<file path="src/rtl/ifetch_unit_pkg.sv">
// Shared fetch-path types: instruction/address words, fetch FSM states, output packet.
// Latency: n/a (types only).
// Backpressure: n/a (types only).
package ifetch_unit_pkg;

    localparam int INST_ADDR_W = 12;
    localparam int INST_W      = 32;

    typedef logic [INST_ADDR_W-1:0] InstAddr;
    typedef logic [INST_W-1:0]      Inst;

    typedef enum logic [1:0] {
        IDLE,
        REQ,
        HOLD,
        FLUSH
    } FetchState;

    typedef struct packed {
        Inst     inst;
        InstAddr pc;
    } FetchPacket;

    // Word-address increment; wraps modulo 2^INST_ADDR_W by construction.
    function automatic InstAddr pc_advance(input InstAddr pc, input InstAddr step);
        return pc + step;
    endfunction

endpackage

</file>
<file path="src/rtl/ifetch_unit.sv">
// Instruction fetch front end: holds the PC, issues one ICache read at a time, buffers one result.
// Latency: a hit requested in cycle N is presented (o_valid) in cycle N+1; 1 instr/cycle sustained.
// Backpressure: i_ready low keeps o_inst/o_pc stable; no new read starts while the buffer is full.
//
// Ports:
//   i_clock, i_reset (async, active-low)
//   o_cache_addr/o_cache_rd -> ICache request; i_cache_inst/i_cache_busy/i_cache_hit <- ICache response
//   o_valid/i_ready/o_inst/o_pc -> decode handshake
//   i_redirect/i_redirect_pc   <- branch/jump/trap PC load
module ifetch_unit
    import ifetch_unit_pkg::*;
#(
    parameter InstAddr RESET_PC = InstAddr'(0),
    parameter InstAddr PC_STEP  = InstAddr'(1)
) (
    input  logic    i_clock,
    input  logic    i_reset,
    output InstAddr o_cache_addr,
    output logic    o_cache_rd,
    input  Inst     i_cache_inst,
    input  logic    i_cache_busy,
    input  logic    i_cache_hit,
    output logic    o_valid,
    input  logic    i_ready,
    output Inst     o_inst,
    output InstAddr o_pc,
    input  logic    i_redirect,
    input  InstAddr i_redirect_pc
);

    FetchState  state;
    InstAddr    pc;          // address of the current / next request
    InstAddr    redir_pc;    // target parked while a stale access drains
    logic       issued;      // read was asserted last cycle and has not completed
    logic       out_vld;
    FetchPacket out_q;

    logic buf_free;
    logic cache_done;
    logic accept;

    assign buf_free   = !out_vld || i_ready;
    assign accept     = out_vld && i_ready;
    assign cache_done = o_cache_rd && i_cache_hit && !i_cache_busy;

    // A new read in REQ only starts when its data has somewhere to land at
    // completion (buffer empty or draining this cycle). Once started it is
    // held regardless of i_ready: the buffer is necessarily empty by then,
    // because nothing else loads it while a read is outstanding.
    always_comb begin
        o_cache_rd = 1'b0;
        case (state)
            REQ:     o_cache_rd = issued || buf_free;
            FLUSH:   o_cache_rd = 1'b1;
            default: o_cache_rd = 1'b0;
        endcase
    end

    // In FLUSH pc still holds the stale in-flight address.
    assign o_cache_addr = pc;
    assign o_valid      = out_vld;
    assign o_inst       = out_q.inst;
    assign o_pc         = out_q.pc;

    always_ff @(posedge i_clock or negedge i_reset) begin
        if (!i_reset) begin
            state    <= IDLE;
            pc       <= RESET_PC;
            redir_pc <= RESET_PC;
            issued   <= 1'b0;
            out_vld  <= 1'b0;
            out_q    <= '0;
        end else begin
            issued <= o_cache_rd && !cache_done;
            if (accept) begin
                out_vld <= 1'b0;
            end

            if (i_redirect) begin
                out_vld <= 1'b0;
                if (o_cache_rd && !cache_done) begin
                    // Cannot abandon the access; let it drain, remember where to go.
                    redir_pc <= i_redirect_pc;
                    state    <= FLUSH;
                end else begin
                    pc    <= i_redirect_pc;
                    state <= REQ;
                end
            end else begin
                case (state)
                    IDLE: begin
                        if (buf_free) begin
                            state <= REQ;
                        end
                    end
                    REQ: begin
                        if (cache_done) begin
                            out_q   <= '{inst: i_cache_inst, pc: pc};
                            out_vld <= 1'b1;
                            pc      <= pc_advance(pc, PC_STEP);
                            state   <= i_ready ? REQ : HOLD;
                        end
                    end
                    HOLD: begin
                        if (i_ready) begin
                            state <= REQ;
                        end
                    end
                    FLUSH: begin
                        if (cache_done) begin
                            pc    <= redir_pc;
                            state <= REQ;
                        end
                    end
                endcase
            end
        end
    end

endmodule

</file>
<file path="config.mk">
export PLATFORM = sky130hd
export DESIGN_NAME = ifetch_unit
export DESIGN_NICKNAME = d
export VERILOG_FILES = /design/src/rtl/ifetch_unit_pkg.sv /design/src/rtl/ifetch_unit.sv
export SDC_FILE = /design/constraint.sdc
export NUM_CORES = 1
export LEC_CHECK = 0
export ABC_AREA = 1
export CAP_MARGIN = 10
export CORE_ASPECT_RATIO = 0.75
export CORE_MARGIN = 4
export CORE_UTILIZATION = 30
export CTS_CLUSTER_DIAMETER = 80
export DETAILED_ROUTE_END_ITERATION = 16
export SYNTH_ARGS = -nofsm -noshare
export SYNTH_HDL_FRONTEND = slang
export SYNTH_SLANG_ARGS = --single-unit
</file>
<file path="constraint.sdc">
create_clock -name i_clock -period 3.4 [get_ports i_clock]
set_input_delay 0.68 -clock i_clock [delete_from_list [all_inputs] [get_ports i_clock]]
set_output_delay 0.68 -clock i_clock [all_outputs]
set_load 0.03 [all_outputs]
</file>
**Yosys cells after proc, flatten, opt, wreduce, memory -nomap -nowiden**

Index checks and enable logic that the tools add are counted.

- Register bits after elaboration: 72
- Input port bits: 50
- Output and inout bits: 58
- Logic and storage cells: 50

- $add $sub $neg: 1
- Eq/ne operators: 8
- Multiplexer cells: 18
- Bitwise logic cells: 1
- Reductions and logical operators: 15

Operators by type and width:

| kind | count |
|---|---|
| two-way mux 12 bit | 4 |
| case mux 12 bit (2 select lines) | 1 |
| two-way mux 2 bit | 7 |
| adder 12 x 1 -> 12 bit (second input constant) | 1 |
| inequality test 3 bit (second input constant) | 4 |
| case mux 2 bit (4 select lines) | 1 |
| AND reduction 4 bit | 2 |
| equality test 2 bit (second input constant) | 2 |
| logical AND 1 bit | 4 |
| two-way mux 1 bit | 4 |
| logical NOT 1 bit | 3 |
| AND reduction 3 bit | 1 |
| nonzero test 3 bit | 1 |
| equality test 2 x 1 -> 1 bit (second input constant) | 1 |
| logical NOT 2 bit | 1 |
| logical OR 1 bit | 2 |
| inequality test 2 bit (second input constant) | 1 |
| case mux 1 bit (2 select lines) | 1 |
| AND reduction 2 bit | 1 |
| inverter 1 bit | 1 |

**Depth between registers and ports, before layout**

- Depth in word-level cells: 10
- Mapped depth: 11

**Worst setup path after synthesis**

Ideal clock, no wire load.

- Path type: input -> output
- From: input i_ready
- To: output o_cache_rd
- Data arrival time: 1.042 ns
- Required time: 2.720 ns
- Slack: 1.678 ns
- Stages: 4
- Buffers on the path: 0
- Cells stage by stage: nor2_1 -> nand2_1 -> nand2_1 -> inv_2

- Cells in the longest elaborated chain, start to end: 3

RTL lines:

| what | RTL line | text |
|---|---|---|
| start: declaration | ifetch_unit.sv:24 | `input logic i_ready,` |
| logical OR 1 bit | ifetch_unit.sv:42 | `assign buf_free = !out_vld \|\| i_ready;` |
| logical OR 1 bit | ifetch_unit.sv:53 | `REQ: o_cache_rd = issued \|\| buf_free;` |
| case mux 1 bit (2 select lines) | ifetch_unit.sv:52 | `case (state)` |
| end: declaration | ifetch_unit.sv:19 | `output logic o_cache_rd,` |

Every way passes these cells.

**Worst setup path in the final report**

Same ends and word-level chain as after synthesis.

==> results.md <==
- Status: completed
- Worst EP arrival: about 2200 ps
- H-tree depth: 3
- Worst R2R End: o_cache_addr[2]$_DFFE_PN0P_
- Static Leak: 2.40 nW
- Wire length of the first global-routing pass: 13600 µm
- Most numerous cell in the Yosys netlist: nand2_1
- CTS root buf: clkbuf_16
- Post-DP HPWL: 6280 µm
- Simple-gate portion of the synthesized area: 0.272
- Row Count: 33
- TritonCTS clock tree: yes
- Clock Path Buffers: 2
- DRT antenna net count: 0
- Synth Area in Compound Gates: 0.0935
- Post-Synth Adder-Cell Area: 0.00371
- VDD IR max: 277 µV
- Maxcap violations: 0
- Post-CTS resize count: 0
- Core area: 10900 µm²
- Via count: 2974
- CP Launch Type: primary input
- Final Core Density: 0.447
- Worst skew pair latency: about 330 ps
- FFs w/ async S/R, synth: 1.00
- CTS sink count: 72
- Placed Instances: 665
- I/O pin cnt: around 110
- DRT Pass-1 Iters: 4
- Antenna violations before repair: 0
- Syn_nets: 483
- DR iter-0 viols: 176
- Final nets: 588
- Remaining DRCs: 0
- Hold buffers post-CTS: 0
- Startpoint of the worst register-to-register path: state[0]$_DFFE_PN0P_
- Fin cells: between 600 and 700
- Worst-path maximum fanout: 3
- Worst Setup Path Type: primary input to primary output
- Final Hold Fails: 0
- Largest family of logic cells by synthesized area: simple AND/OR/NAND/NOR gates
- Setup crit start: i_ready
- Final Setup Violations: 0
- Number of global-route vias before repair: about 2.7k
- Die Area: 13000 µm²
- Die width: 130 µm
- Post-route setup TNS: 0 ps
- Yosys Warn Count: 0
- Slew margin rel.: 0.402
- Cell Pwr Density: 932 nW/µm²
- Starting Density: 0.308
- Post-CTS setup buffers: 0
- Min Tclk post-route: between 2000 and 3000 ps
- Post-synthesis xor/xnor area fraction: 0.00260
- CTS Buf Count: 9
- Final cycle utilization of the critical path: 0.832
- Gp weighted congestion: slightly above 0.8
- Clk_skew: 4.39 ps
- Area share of the largest cell type after synthesis: 0.535
- Die height: 99.8 µm
- DR vias/cell: 4.36
- Biggest area consumer among synthesized cells: dfrtp_1
- Syn Area/Cell: 7.80 µm²
- Top cells by area, synth: dfrtp_1, nand2_1, o21ai_0, inv_1, nand3_1
- Syn Std Cell Area: 3370 µm²
- Layout area overhead: 45.1%
- Worst Tran Pin Value: 897 ps
- Wire per inst: 12.6 µm
- DRT Wirelength: 8590 µm
- IO buf count: 107
- Syn Inst Count: 432
- Gr usage total: 0.130
- Gr ovfl total: 0
- Predominant post-synthesis flop cell: dfrtp_1
- Post-synthesis mux area share: 0
- Max frequency: around 350 MHz
- Setup crit end kind: primary output
- FF-to-FF path depth: 6
- Share of cells above drive strength 1: 0.0590
- Seq/Total Area, Yosys: 0.535
- Final number of max-transition violations: 0
- Antenna Cells: 0
- EDFF count, synth: 0
- Pin count of the biggest net entering global routing: 90
- CP required: 2720 ps
- HP Class: primary input to async pin
- Synth cell types: 21
- Post-synth top cells: nand2_1, dfrtp_1, inv_1, o21ai_0, nand3_1
- Register-to-register setup slack: 1560 ps
- RSZ-0062 raised after global routing: no
- Synthesized flop and latch total: 72
- Clk slew on worst S/H paths: about 60 ps
## final cells by class
cell class | instances | area (µm²)
fillers | 1084 | 6050
flip-flops and latches | 72 | 1800
multi-input cells | 284 | 1250
repair buffers | 112 | 1120
clock buffers | 9 | 225
inverters | 58 | 218
well taps | 140 | 175
clock inverters | 7 | 96.3
## state kept, by name, summed over array words and instances (netlist names)
name          flops
o_pc             12
o_inst           32
issued            1
o_valid           1
o_cache_addr     12
state             2
redir_pc         12
## cell usage in the layout, fill, tap and decap left out
cell / instances
or2_2: 1
inv_1: 55
o21ai_2: 5
inv_2: 1
clkinv_4: 1
dfrtp_1: 72
clkinv_2: 1
nand4_1: 3
nor2_2: 2
ha_1: 1
o21ai_0: 42
buf_12: 1
o211ai_1: 4
o21ai_1: 5
nor2_1: 32
buf_4: 5
a31oi_1: 1
xor2_1: 1
clkdlybuf4s50_1: 106
clkinv_1: 2
clkbuf_16: 9
nand3_1: 33
clkinvlp_4: 3
bufinv_16: 2
nand4_4: 1
nand2_1: 153
## how the worst max path moves through the flow
stage               slack (ps)  depth (start not counted)                     end
floorplan                 1680                          4              o_cache_rd
global placement           560                          7   o_inst[2]$_DFFE_PN0P_
detailed placement         410                          7  o_inst[18]$_DFFE_PN0P_
CTS                        550                          6              o_cache_rd
global route               480                          6              o_cache_rd
finish                     570                          6              o_cache_rd
## worst max-delay path: stages
cell             delay, ps
clkdlybuf4s50_1        480
nor2_1                  50
nand2_1                 60
nand2_1                100
inv_2                   90
clkdlybuf4s50_1        670
## per-layer routing
metal,GRT usage,part of all wire
met5,0,0
met4,0.0356,0.010
met3,0.0324,0.060
met2,0.202,0.44
met1,0.183,0.49
## stage by stage
| step | worst slack [ps] | hold slack, ps | area, µm² | power (mW) |
|---|---|---|---|---|
| detailed placement | 407 | 465 | 4550 | 3.59 |
| global placement | 558 | 458 | 4550 | 3.55 |
| global route | 481 | 499 | 4890 | 4.83 |
| floorplan | 1680 | 384 | 3370 | 2.66 |
| finish | 571 | 471 | 4890 | 4.56 |
| CTS | 552 | 481 | 4870 | 4.61 |
## logic make-up (layout without fill, tap and decap cells)
logic type | Yosys count | in the layout
buffers and inverters | 76 | 186
AOI/OAI and AO/OA | 57 | 57
DFF | 72 | 72
xor gates and xnor gates | 1 | 1
adders and majority gates | 1 | 1
and+or+nand+nor | 225 | 225
## power breakdown
| part | switching (mW) | internal [mW] | leakage, nW |
|---|---|---|---|
| Combinational | 1.24 | 0.826 | 1.36 |
| Sequential | 0.278 | 1.22 | 0.898 |
| Clock | 0.355 | 0.641 | 0.148 |
| Total | 1.87 | 2.68 | 2.40 |
No activity file was read; power rests on OpenSTA's default activity.
